File: config.mk
export PLATFORM = sky130hd
export DESIGN_NAME = addr_rx_wr_flat
export DESIGN_NICKNAME = d
export VERILOG_FILES = /design/src/rtl/addr_rx_wr_pkg.sv /design/src/rtl/addr_rx_wr_if.sv /design/src/rtl/addr_rx_wr_rx_gap_timer.sv /design/src/rtl/addr_rx_wr.sv /design/src/flat_wrapper.sv
export SDC_FILE = /design/constraint.sdc
export NUM_CORES = 1
export LEC_CHECK = 0
export CAP_MARGIN = 10
export CORE_UTILIZATION = 50
export CTS_BUF_LIST = sky130_fd_sc_hd__clkbuf_4 sky130_fd_sc_hd__clkbuf_8
export DETAILED_ROUTE_END_ITERATION = 6
export GPL_ROUTABILITY_DRIVEN = 0
export PLACE_DENSITY = 0.81
export SETUP_SLACK_MARGIN = 0.1
export SYNTH_ARGS = -nofsm -noshare
export SYNTH_HDL_FRONTEND = slang
export SYNTH_SLANG_ARGS = --single-unit
File: constraint.sdc
create_clock -name clk -period 3 [get_ports clk]
set_clock_uncertainty 0.15 [all_clocks]
set_input_delay 0.6 -clock clk [delete_from_list [all_inputs] [get_ports clk]]
set_output_delay 0.6 -clock clk [all_outputs]
set_load 0.005 [all_outputs]
File: src/rtl/addr_rx_wr_pkg.sv
// Shared definitions for the waveform RAM address sequencers (rx write side and
// tx read side): RAM geometry, bank base addresses, FSM state encoding and the
// switch-to-bank decode.
package addr_rx_wr_pkg;

    localparam int ADDR_W      = 10;
    localparam int FRAME_LEN   = 256;
    localparam int TIMEOUT_CYC = 50000;

    localparam int BANK0_BASE  = 0;
    localparam int BANK1_BASE  = 256;
    localparam int BANK2_BASE  = 512;

    typedef enum logic {
        IDLE = 1'b0,
        RECV = 1'b1
    } state_t;

    // Priority decode: switch[0] > switch[1] > switch[2].
    // The result is only meaningful when bank_valid() is true.
    function automatic logic [ADDR_W-1:0] bank_base(input logic [2:0] sw);
        logic [ADDR_W-1:0] base;
        base = ADDR_W'(BANK0_BASE);
        if (sw[0])      base = ADDR_W'(BANK0_BASE);
        else if (sw[1]) base = ADDR_W'(BANK1_BASE);
        else if (sw[2]) base = ADDR_W'(BANK2_BASE);
        return base;
    endfunction

    function automatic logic bank_valid(input logic [2:0] sw);
        return |sw;
    endfunction

endpackage

File: src/rtl/addr_rx_wr_if.sv
// Byte-receive / RAM-write bus of the rx address sequencer.
//   rx_valid, rx_data : received byte from uart_rx (one-cycle valid pulse)
//   wr_en, wr_addr,
//   wr_data           : RAM write port
//   busy, frame_done,
//   timeout_err       : frame status
// Modports: slave = the sequencer (consumes bytes, drives the RAM port),
//           master = the environment (supplies bytes, observes writes/status).
interface addr_rx_wr_if #(
    parameter int ADDR_W = addr_rx_wr_pkg::ADDR_W
);
    logic              rx_valid;
    logic [7:0]        rx_data;
    logic              wr_en;
    logic [ADDR_W-1:0] wr_addr;
    logic [7:0]        wr_data;
    logic              busy;
    logic              frame_done;
    logic              timeout_err;

    modport slave (
        input  rx_valid, rx_data,
        output wr_en, wr_addr, wr_data, busy, frame_done, timeout_err
    );

    modport master (
        output rx_valid, rx_data,
        input  wr_en, wr_addr, wr_data, busy, frame_done, timeout_err
    );
endinterface

File: src/rtl/addr_rx_wr_rx_gap_timer.sv
// Inter-byte gap timer. Counts enabled idle cycles since the last clear and
// flags the cycle on which the gap limit is reached.
//   clk, rst : clock, synchronous active-high reset
//   clear    : restart the gap count (has priority over tick)
//   tick     : one idle cycle elapsed
//   expire   : combinational pulse, tick on the TIMEOUT_CYC-th consecutive idle cycle
module rx_gap_timer #(
    parameter int TIMEOUT_CYC = 50000
) (
    input  logic clk,
    input  logic rst,
    input  logic clear,
    input  logic tick,
    output logic expire
);

    localparam int CNT_W = (TIMEOUT_CYC > 2) ? $clog2(TIMEOUT_CYC) : 1;
    localparam logic [CNT_W-1:0] LIMIT = CNT_W'(TIMEOUT_CYC - 1);

    logic [CNT_W-1:0] cnt;

    always_ff @(posedge clk) begin
        if (rst) begin
            cnt <= '0;
        end else if (clear) begin
            cnt <= '0;
        end else if (tick && (cnt != LIMIT)) begin
            // Saturate at the limit; the owner leaves RECV and clears us next cycle.
            cnt <= cnt + CNT_W'(1);
        end
    end

    assign expire = tick & ~clear & (cnt == LIMIT);

endmodule

File: src/rtl/addr_rx_wr.sv
// Receive-side waveform address sequencer. Writes UART bytes into the 1024x8
// waveform RAM as FRAME_LEN-byte frames, one frame per bank selected by switch.
//   clk, rst : clock, synchronous active-high reset
//   switch   : bank select, sampled on the first byte of a frame only
//   bus      : rx byte input, RAM write port (registered, one cycle after
//              rx_valid) and frame status (busy / frame_done / timeout_err)
//
// state | meaning
// IDLE  | waiting for the first byte of a frame
// RECV  | frame in progress, bytes written at base + offset
module addr_rx_wr #(
    parameter int ADDR_W      = addr_rx_wr_pkg::ADDR_W,
    parameter int FRAME_LEN   = addr_rx_wr_pkg::FRAME_LEN,
    parameter int TIMEOUT_CYC = addr_rx_wr_pkg::TIMEOUT_CYC
) (
    input  logic         clk,
    input  logic         rst,
    input  logic [2:0]   switch,
    addr_rx_wr_if.slave  bus
);
    import addr_rx_wr_pkg::*;

    localparam int OFF_W = $clog2(FRAME_LEN);
    localparam logic [OFF_W-1:0] LAST_OFF = OFF_W'(FRAME_LEN - 1);

    state_t            state_q, state_d;
    logic [ADDR_W-1:0] base_q, base_d;
    logic [OFF_W-1:0]  off_q, off_d;
    logic              wr_en_q, wr_en_d;
    logic [ADDR_W-1:0] addr_q, addr_d;
    logic [7:0]        data_q, data_d;
    logic              done_q, done_d;
    logic              to_q, to_d;

    logic              bank_ok;
    logic [ADDR_W-1:0] bank_addr;
    logic              gap_clear, gap_tick, gap_expire;

    assign bank_ok   = bank_valid(switch);
    assign bank_addr = ADDR_W'(bank_base(switch));

    // The gap count only runs inside a frame; any received byte restarts it.
    assign gap_clear = (state_q == IDLE) | bus.rx_valid;
    assign gap_tick  = (state_q == RECV) & ~bus.rx_valid;

    rx_gap_timer #(
        .TIMEOUT_CYC (TIMEOUT_CYC)
    ) u_gap_timer (
        .clk    (clk),
        .rst    (rst),
        .clear  (gap_clear),
        .tick   (gap_tick),
        .expire (gap_expire)
    );

    always_ff @(posedge clk) begin
        if (rst) begin
            state_q <= IDLE;
            base_q  <= '0;
            off_q   <= '0;
            wr_en_q <= 1'b0;
            addr_q  <= '0;
            data_q  <= '0;
            done_q  <= 1'b0;
            to_q    <= 1'b0;
        end else begin
            state_q <= state_d;
            base_q  <= base_d;
            off_q   <= off_d;
            wr_en_q <= wr_en_d;
            addr_q  <= addr_d;
            data_q  <= data_d;
            done_q  <= done_d;
            to_q    <= to_d;
        end
    end

    always_comb begin
        state_d = state_q;
        base_d  = base_q;
        off_d   = off_q;
        wr_en_d = 1'b0;
        addr_d  = addr_q;
        data_d  = data_q;
        done_d  = 1'b0;
        to_d    = 1'b0;

        case (state_q)
            IDLE: begin
                // Bytes arriving with no bank selected are dropped.
                if (bus.rx_valid && bank_ok) begin
                    base_d  = bank_addr;
                    wr_en_d = 1'b1;
                    addr_d  = bank_addr;
                    data_d  = bus.rx_data;
                    off_d   = OFF_W'(1);
                    state_d = RECV;
                end
            end
            RECV: begin
                // A byte on the gap-limit cycle wins over the timeout.
                if (bus.rx_valid) begin
                    wr_en_d = 1'b1;
                    addr_d  = base_q + ADDR_W'(off_q);
                    data_d  = bus.rx_data;
                    if (off_q == LAST_OFF) begin
                        done_d  = 1'b1;
                        off_d   = '0;
                        state_d = IDLE;
                    end else begin
                        off_d = off_q + OFF_W'(1);
                    end
                end else if (gap_expire) begin
                    to_d    = 1'b1;
                    off_d   = '0;
                    state_d = IDLE;
                end
            end
            default: begin
                state_d = IDLE;
                off_d   = '0;
            end
        endcase
    end

    assign bus.wr_en       = wr_en_q;
    assign bus.wr_addr     = addr_q;
    assign bus.wr_data     = data_q;
    assign bus.busy        = (state_q == RECV);
    assign bus.frame_done  = done_q;
    assign bus.timeout_err = to_q;

endmodule
File: src/flat_wrapper.sv
// flat-port wrapper written by rule: the top's interface ports become plain ports
module addr_rx_wr_flat import addr_rx_wr_pkg::*;
#(
    parameter int ADDR_W      = addr_rx_wr_pkg::ADDR_W,
    parameter int FRAME_LEN   = addr_rx_wr_pkg::FRAME_LEN,
    parameter int TIMEOUT_CYC = addr_rx_wr_pkg::TIMEOUT_CYC
)
  (clk, rst, switch, bus_rx_valid, bus_rx_data, bus_wr_en, bus_wr_addr, bus_wr_data, bus_busy, bus_frame_done, bus_timeout_err);
  addr_rx_wr_if #(.ADDR_W(ADDR_W)) bus_i ();
  input  logic clk;
  input  logic rst;
  input  logic [2:0] switch;
  input wire logic [$bits(bus_i.rx_valid)-1:0] bus_rx_valid;
  input wire logic [$bits(bus_i.rx_data)-1:0] bus_rx_data;
  output wire logic [$bits(bus_i.wr_en)-1:0] bus_wr_en;
  output wire logic [$bits(bus_i.wr_addr)-1:0] bus_wr_addr;
  output wire logic [$bits(bus_i.wr_data)-1:0] bus_wr_data;
  output wire logic [$bits(bus_i.busy)-1:0] bus_busy;
  output wire logic [$bits(bus_i.frame_done)-1:0] bus_frame_done;
  output wire logic [$bits(bus_i.timeout_err)-1:0] bus_timeout_err;
  assign bus_i.rx_valid = bus_rx_valid;
  assign bus_i.rx_data = bus_rx_data;
  assign bus_wr_en = bus_i.wr_en;
  assign bus_wr_addr = bus_i.wr_addr;
  assign bus_wr_data = bus_i.wr_data;
  assign bus_busy = bus_i.busy;
  assign bus_frame_done = bus_i.frame_done;
  assign bus_timeout_err = bus_i.timeout_err;
  addr_rx_wr #(.ADDR_W(ADDR_W), .FRAME_LEN(FRAME_LEN), .TIMEOUT_CYC(TIMEOUT_CYC)) u_core (.clk(clk), .rst(rst), .switch(switch), .bus(bus_i));
endmodule
# [Word level (Yosys, flattened, before mapping)]
# Cells that the tools add are included.
[op_classes] add_sub_neg=3 n_eq_ne=6 n_mux=23 bitwise_logic=7 n_reduce_logical=9
[op_table] operator="10-bit two-way mux" count=5
[op_table] operator="8-bit two-way mux" count=6
[op_table] operator="8-bit case mux with 2 select lines" count=2
[op_table] operator="10-bit case mux with 2 select lines" count=1
[op_table] operator="16-bit by 1-bit adder with 16-bit output (second input constant)" count=1
[op_table] operator="16-bit equality test (second input constant)" count=1
[op_table] operator="16-bit inequality test (second input constant)" count=1
[op_table] operator="10-bit by 8-bit adder with 10-bit output" count=1
[op_table] operator="3-bit OR reduction" count=3
[op_table] operator="8-bit by 1-bit adder with 8-bit output (second input constant)" count=1
[op_table] operator="8-bit equality test (second input constant)" count=1
[op_table] operator="1-bit two-way mux" count=7
[op_table] operator="2-bit AND reduction" count=3
[op_table] operator="2-bit inequality test (second input constant)" count=2
[op_table] operator="1-bit case mux with 2 select lines" count=2
[op_table] operator="1-bit AND" count=3
[op_table] operator="3-bit inequality test (second input constant)" count=1
[op_table] operator="1-bit NOT" count=3
[op_table] operator="1-bit logical AND" count=2
[op_table] operator="2-bit OR reduction" count=1
[op_table] operator="1-bit OR" count=1
[totals] register_bits=56 inputBits=14 output_inout_bits=22 wordCells=57

# [Longest topological paths before layout]
[depth] word_depth=8 mapped_depth=7 mapped_depth_nobuf=5

# [Hierarchy]
# From an unflattened synthesis, not the netlist that was laid out.
[hier_totals] cells_unflattened=248 area_unflattened_um2=2204.6
[modules_own_cells] mod="addr_rx_wr" instances=1 cells_per_inst=157 area_each_um2=1396.3
[modules_own_cells] mod="rx_gap_timer" instances=1 cells_per_inst=91 area_each_um2=808.3

# [Worst setup path after synthesis]
# OpenSTA, ideal clock, no wires.
[synth_path] kind="input -> register" startpoint="input port bus_rx_valid" endpoint="register u_core.u_gap_timer.cnt[11]" setup_time_ns=0.070 arrival_ns=1.686 setup_slack_ns=1.094 cell_stages=5 n_path_buf=1 path_cell_list="and2b_1 > nand4_1 > buf_2 > or4_1 > a21oi_1"
[synth_between] elab_chain_len=3
[synth_lines] item="from (decl)" line="flat_wrapper.sv:13" source="input wire logic [$bits(bus_i.rx_valid)-1:0] bus_rx_valid;"
[synth_lines] item="1-bit NOT" line="addr_rx_wr.sv:44" source="assign gap_tick = (state_q == RECV) & ~bus.rx_valid;"
[synth_lines] item="1-bit AND" line="addr_rx_wr.sv:44"
[synth_lines] item="1-bit logical AND" line="addr_rx_wr_rx_gap_timer.sv:27" source="end else if (tick && (cnt != LIMIT)) begin"
[synth_lines] item="to (signal assigned)" line="addr_rx_wr_rx_gap_timer.sv:29" source="cnt <= cnt + CNT_W'(1);"
[synth_lines] item="to (decl)" line="addr_rx_wr_rx_gap_timer.sv:20" source="logic [CNT_W-1:0] cnt;"
# Parallel ways exist; a longest one is shown, timed or not.
# A chain may end at the register's enable or synchronous reset.

# [Final worst setup path]
[layout_path] startpoint="register u_core.state_q, in the netlist u_core.bus.busy" endpoint="output port bus_busy"
[layout_rtl] item="from (decl)" line="addr_rx_wr.sv:26" source="state_t state_q, state_d;"
[layout_rtl] item="from (signal assigned)" line="addr_rx_wr.sv:67" source="state_q <= state_d;"
[layout_rtl] item="to (decl)" line="flat_wrapper.sv:18" source="output wire logic [$bits(bus_i.busy)-1:0] bus_busy;"
# No word-level cell between the ends.

==> run_results.csv <==
group,metric,value,unit
power_and_ir_drop,power_dens_cells,463,nW/µm²
synthesis,synth_seq_area_share,44.8,%
worst_setup_path,timing.setup.critical_path_class,"reg2out",
worst_setup_path,cp-end-kind,"output port",
worst_setup_path,cp_max_fo,15,
cts,cts_inserted_buffers,5,
timing,setup_repair_after_global_routing_missed_its_margin,"false",
timing,fmaxAchievable,442,MHz
place,placed_area,2510,µm²
synthesis,synth_fp_nets,258,
synthesis,flip_flop_and_latch_count_after_synthesis,48,
cts,clkSlewWorstSetupHoldPaths,80,ps
global_routing,grt_pass1_vias,1667,
timing,timing.max_slew.rel_slack,59.5,%
synthesis,synth_cell_type_count,49,
synthesis,post_synth_fa_ha_maj_area_fraction,1.17,%
detailed_routing,total_detailed_routing_wirelength,4590,µm
synthesis,synth-warning-count,0,
floorplan,starting_density_of_the_core,52.9,%
layout,nFillCells,366,
synthesis,synth_area_leaders,"sky130_fd_sc_hd__dfxtp_1, sky130_fd_sc_hd__a21oi_1, sky130_fd_sc_hd__nand2_1",
global_routing,number_of_antenna_violations_at_the_first_check_in_global_routing,0,
synthesis,synth.largest_area_cell,"sky130_fd_sc_hd__dfxtp_1",
cts,hold_buffers,0,
global_routing,globalRouteTotalUtil,22.1,%
synthesis,synth_ff_type,"sky130_fd_sc_hd__dfxtp_1",
worst_setup_path,critical-path-top-delay-family,"flip-flops",
detailed_routing,top_layer,"met4",
power_and_ir_drop,power.combinational.fraction,9.9,%
synthesis,synth.area.mux_share,1.40,%
floorplan,core_area,4060,µm²
floorplan,io-pin-count,36,
worst_setup_path,arrival,1510,ps
synthesis,yosys.area_share.xor_xnor,0.816,%
global_routing,grt_start_max_net_pins,21,
place,buffer_ports.inserted,35,
cts,clock-root-buffer,"sky130_fd_sc_hd__clkbuf_8",
power_and_ir_drop,worst_ir_drop_vdd,0.294,mV
layout,final_nets,289,
worst_hold_path,hold_path_depth,2,
timing,period_needed,2260,ps
timing,finalSetupTns,0,ps
place,hpwl,3210,µm
power_and_ir_drop,internal_power,929,µW
synthesis,synth_compound_gate_area_share,22.0,%
detailed_routing,dr_total_vias,1927,
synthesis,synth_simple_gate_area_share,25.6,%
place,detailedPlace.worstSlack,459,ps
power_and_ir_drop,total_leakage_power,0.909,nW
worst_setup_path,worst_path_largest_cell_delay,610,ps
synthesis,netlist_area,2150,µm²
worst_setup_path,worstReg2RegStart,"u_core.bus.busy$_SDFF_PP0_",
synthesis,number_of_synthesized_flops_with_an_enable_pin,0,
worst_setup_path,worstPathCellList,"clkdlybuf4s50_1",
synthesis,synth_area_per_cell,8.87,µm²
layout,area.growth.synth_to_final,21.7,%
detailed_routing,met2_wirelength,2100,µm
timing,final-hold-violation-count,0,
floorplan,chipHeight,67.5,µm
worst_setup_path,critical_path.startpoint_type,"register",
cts,insertion_delay,300,ps
worst_setup_path,rr_endpoint,"u_core.u_gap_timer.cnt[14]$_SDFFE_PP0P_",
power_and_ir_drop,p_clk_share,33.4,%
job,cap_viol_max_count,0,
floorplan,dieArea,4560,µm²
cts,cts_resized,0,
worst_setup_path,worstPathRequired,2250,ps
worst_hold_path,timing.hold.worst_endpoint,"u_core.bus.wr_data[2]$_SDFFE_PP0P_",
detailed_routing,drt_iter0_drc,126,
worst_hold_path,hold_path.startpoint,"u_core.bus.wr_data[2]$_SDFFE_PP0P_",
synthesis,postSynth.asyncResetShare,0,%
cts,clock_tree.buffer_depth,2,
worst_setup_path,setup.reg_to_reg.worst_slack,910,ps
cts,cts-htree-levels,2,
power_and_ir_drop,portion_of_total_power_attributed_to_sequential_cells,56.8,%
timing,slew_at_the_pin_closest_to_its_max_slew_limit,603,ps
detailed_routing,post_drt_via_cell_ratio,5.95,
worst_hold_path,worst_hold_path_type,"reg2reg",
detailed_routing,drt_pre_antenna_iters,4,
cts,cts_setup_buffers,0,
timing,final_critical_path_share_of_the_clock_period,75.3,%
layout,multiInputGateArea,1090,µm²
power_and_ir_drop,power_switching,280,µW
worst_setup_path,worst-path-buf-inv,1,
cts,cts_num_sinks,48,
status,status,"complete, no violations",
synthesis,main_combinational_cell_family_by_area_after_synthesis,"simple AND/OR/NAND/NOR gates",
floorplan,floorplan.die.width,67.5,µm
worst_setup_path,cp_slowest_cell,"sky130_fd_sc_hd__dfxtp_1",
layout,finalInstanceArea,2610,µm²
detailed_routing,wirelength_met1,2180,µm
timing,post-route-worst-setup-slack,740,ps
detailed_routing,ant_nets,0,
power_and_ir_drop,power_switching_share,23.1,%
cts,tritoncts,"built",
detailed_routing,wl_per_cell,14.2,µm
detailed_routing,wl_met3,245,µm
layout,drive_above_1_share,6.57,%
detailed_routing,drt_drc_violations_left,0,
worst_setup_path,r2r_cells,4,
global_routing,grt.overflow.total,0,
layout,sequential_cell_area,961,µm²
synthesis,netlist.area_leader.share,44.8,%
floorplan,std_cell_rows,23,
layout,n_antenna_cell,0,
timing,maxSlewViolCount,0,
timing,setup_violations,0,
global_routing,grt_first_pass_wirelength,7620,µm
synthesis,syn_inst,242,
==> cells by family (layout without fill, tap and decap cells) <==
family / count (synthesis) / in the layout
AND/OR/NAND/NOR: 97 / 97
AO/OA/AOI/OAI: 71 / 71
flip-flops: 48 / 48
buffers and inverters: 19 / 51
multiplexers: 3 / 3
adder cells (fa/ha/maj): 2 / 2
XOR/XNOR: 2 / 2
==> per-stage QoR <==
stage                     total power, mW  instances  hold WS, ps  util [%]
after global routing                 1.26        324          333      64.4
after global placement              0.817        316          293      61.9
after CTS                            1.22        324          316      64.4
final                                1.21        324          313      64.4
after floorplan                     0.761        242          298         -
after detailed placement            0.819        316          303      61.9
==> synth_stat cells (3+ instances only) <==
| master | n |
|---|---|
| sky130_fd_sc_hd__nand4_1 | 6 |
| sky130_fd_sc_hd__o21ai_0 | 6 |
| sky130_fd_sc_hd__nand2_1 | 27 |
| sky130_fd_sc_hd__mux2i_1 | 3 |
| sky130_fd_sc_hd__and3_1 | 4 |
| sky130_fd_sc_hd__or4_1 | 8 |
| sky130_fd_sc_hd__a22o_1 | 8 |
| sky130_fd_sc_hd__dfxtp_1 | 48 |
| sky130_fd_sc_hd__nand3_1 | 14 |
| sky130_fd_sc_hd__a21oi_1 | 27 |
| sky130_fd_sc_hd__inv_1 | 4 |
| sky130_fd_sc_hd__a31oi_1 | 4 |
| sky130_fd_sc_hd__and4_1 | 5 |
| sky130_fd_sc_hd__o31ai_1 | 9 |
| sky130_fd_sc_hd__nor2_1 | 14 |
| sky130_fd_sc_hd__clkbuf_1 | 8 |
| sky130_fd_sc_hd__o21ai_1 | 3 |
| sky130_fd_sc_hd__buf_2 | 3 |
==> sequential cells by signal (all words and copies together), names as in the netlist <==
register and cells:
u_core.bus.timeout_err 1, u_core.bus.wr_en 1, u_core.off_q 8, u_core.bus.busy 1
u_core.bus.wr_addr 10, u_core.bus.wr_data 8, u_core.base_q 2, u_core.u_gap_timer.cnt 16
u_core.bus.frame_done 1
==> final cells by class <==
cell class	count	area share (%)
clock buffer	8	3.74
inverter	4	0.575
multi-input combinational	175	41.9
tap	50	2.40
timing repair buffer	39	14.6
sequential	48	36.8
==> worst max-delay path by stage <==
stage                                              endpoint  cells past startpoint                       start
floorplan           u_core.u_gap_timer.cnt[11]$_SDFFE_PP0P_                      5                bus_rx_valid
global placement         u_core.bus.wr_addr[4]$_SDFFE_PP0P_                      5                   switch[1]
detailed placement  u_core.u_gap_timer.cnt[14]$_SDFFE_PP0P_                      5                bus_rx_valid
CTS                                                bus_busy                      1  u_core.bus.busy$_SDFF_PP0_
global route                                       bus_busy                      1  u_core.bus.busy$_SDFF_PP0_
finish                                             bus_busy                      1  u_core.bus.busy$_SDFF_PP0_
==> power by group through the flow <==
stage	logic, mW	clock network (mW)	registers [mW]
floorplan	0.0745	0	0.686
global placement	0.117	0	0.700
detailed placement	0.119	0	0.700
CTS	0.120	0.415	0.686
global route	0.132	0.440	0.690
finish	0.120	0.403	0.686
==> metal layers <==
metal / vias to the layer above / track usage [%]
li1: 969 / -
met4: 0 / 7.98
met1: 902 / 28.1
met2: 50 / 35.4
met5: - / 0
met3: 6 / 6.08
==> cell usage in the layout (no fill, tap or decap), types with 3 or more instances in the layout <==
cell	netlist	final
sky130_fd_sc_hd__a22o_1	8	8
sky130_fd_sc_hd__clkbuf_8	0	6
sky130_fd_sc_hd__nor2_1	14	14
sky130_fd_sc_hd__or4_1	8	8
sky130_fd_sc_hd__and4_1	5	5
sky130_fd_sc_hd__o21ai_1	3	3
sky130_fd_sc_hd__nand2_1	27	27
sky130_fd_sc_hd__buf_4	2	4
sky130_fd_sc_hd__a21oi_1	27	27
sky130_fd_sc_hd__o21ai_0	6	6
sky130_fd_sc_hd__inv_1	4	4
sky130_fd_sc_hd__clkdlybuf4s50_1	0	35
sky130_fd_sc_hd__o31ai_1	9	9
sky130_fd_sc_hd__nand3_1	14	14
sky130_fd_sc_hd__nand4_1	6	6
sky130_fd_sc_hd__dfxtp_1	48	48
sky130_fd_sc_hd__and3_1	4	4
sky130_fd_sc_hd__mux2i_1	3	3
sky130_fd_sc_hd__a31oi_1	4	4
No activity file was read; power rests on OpenSTA's default activity.
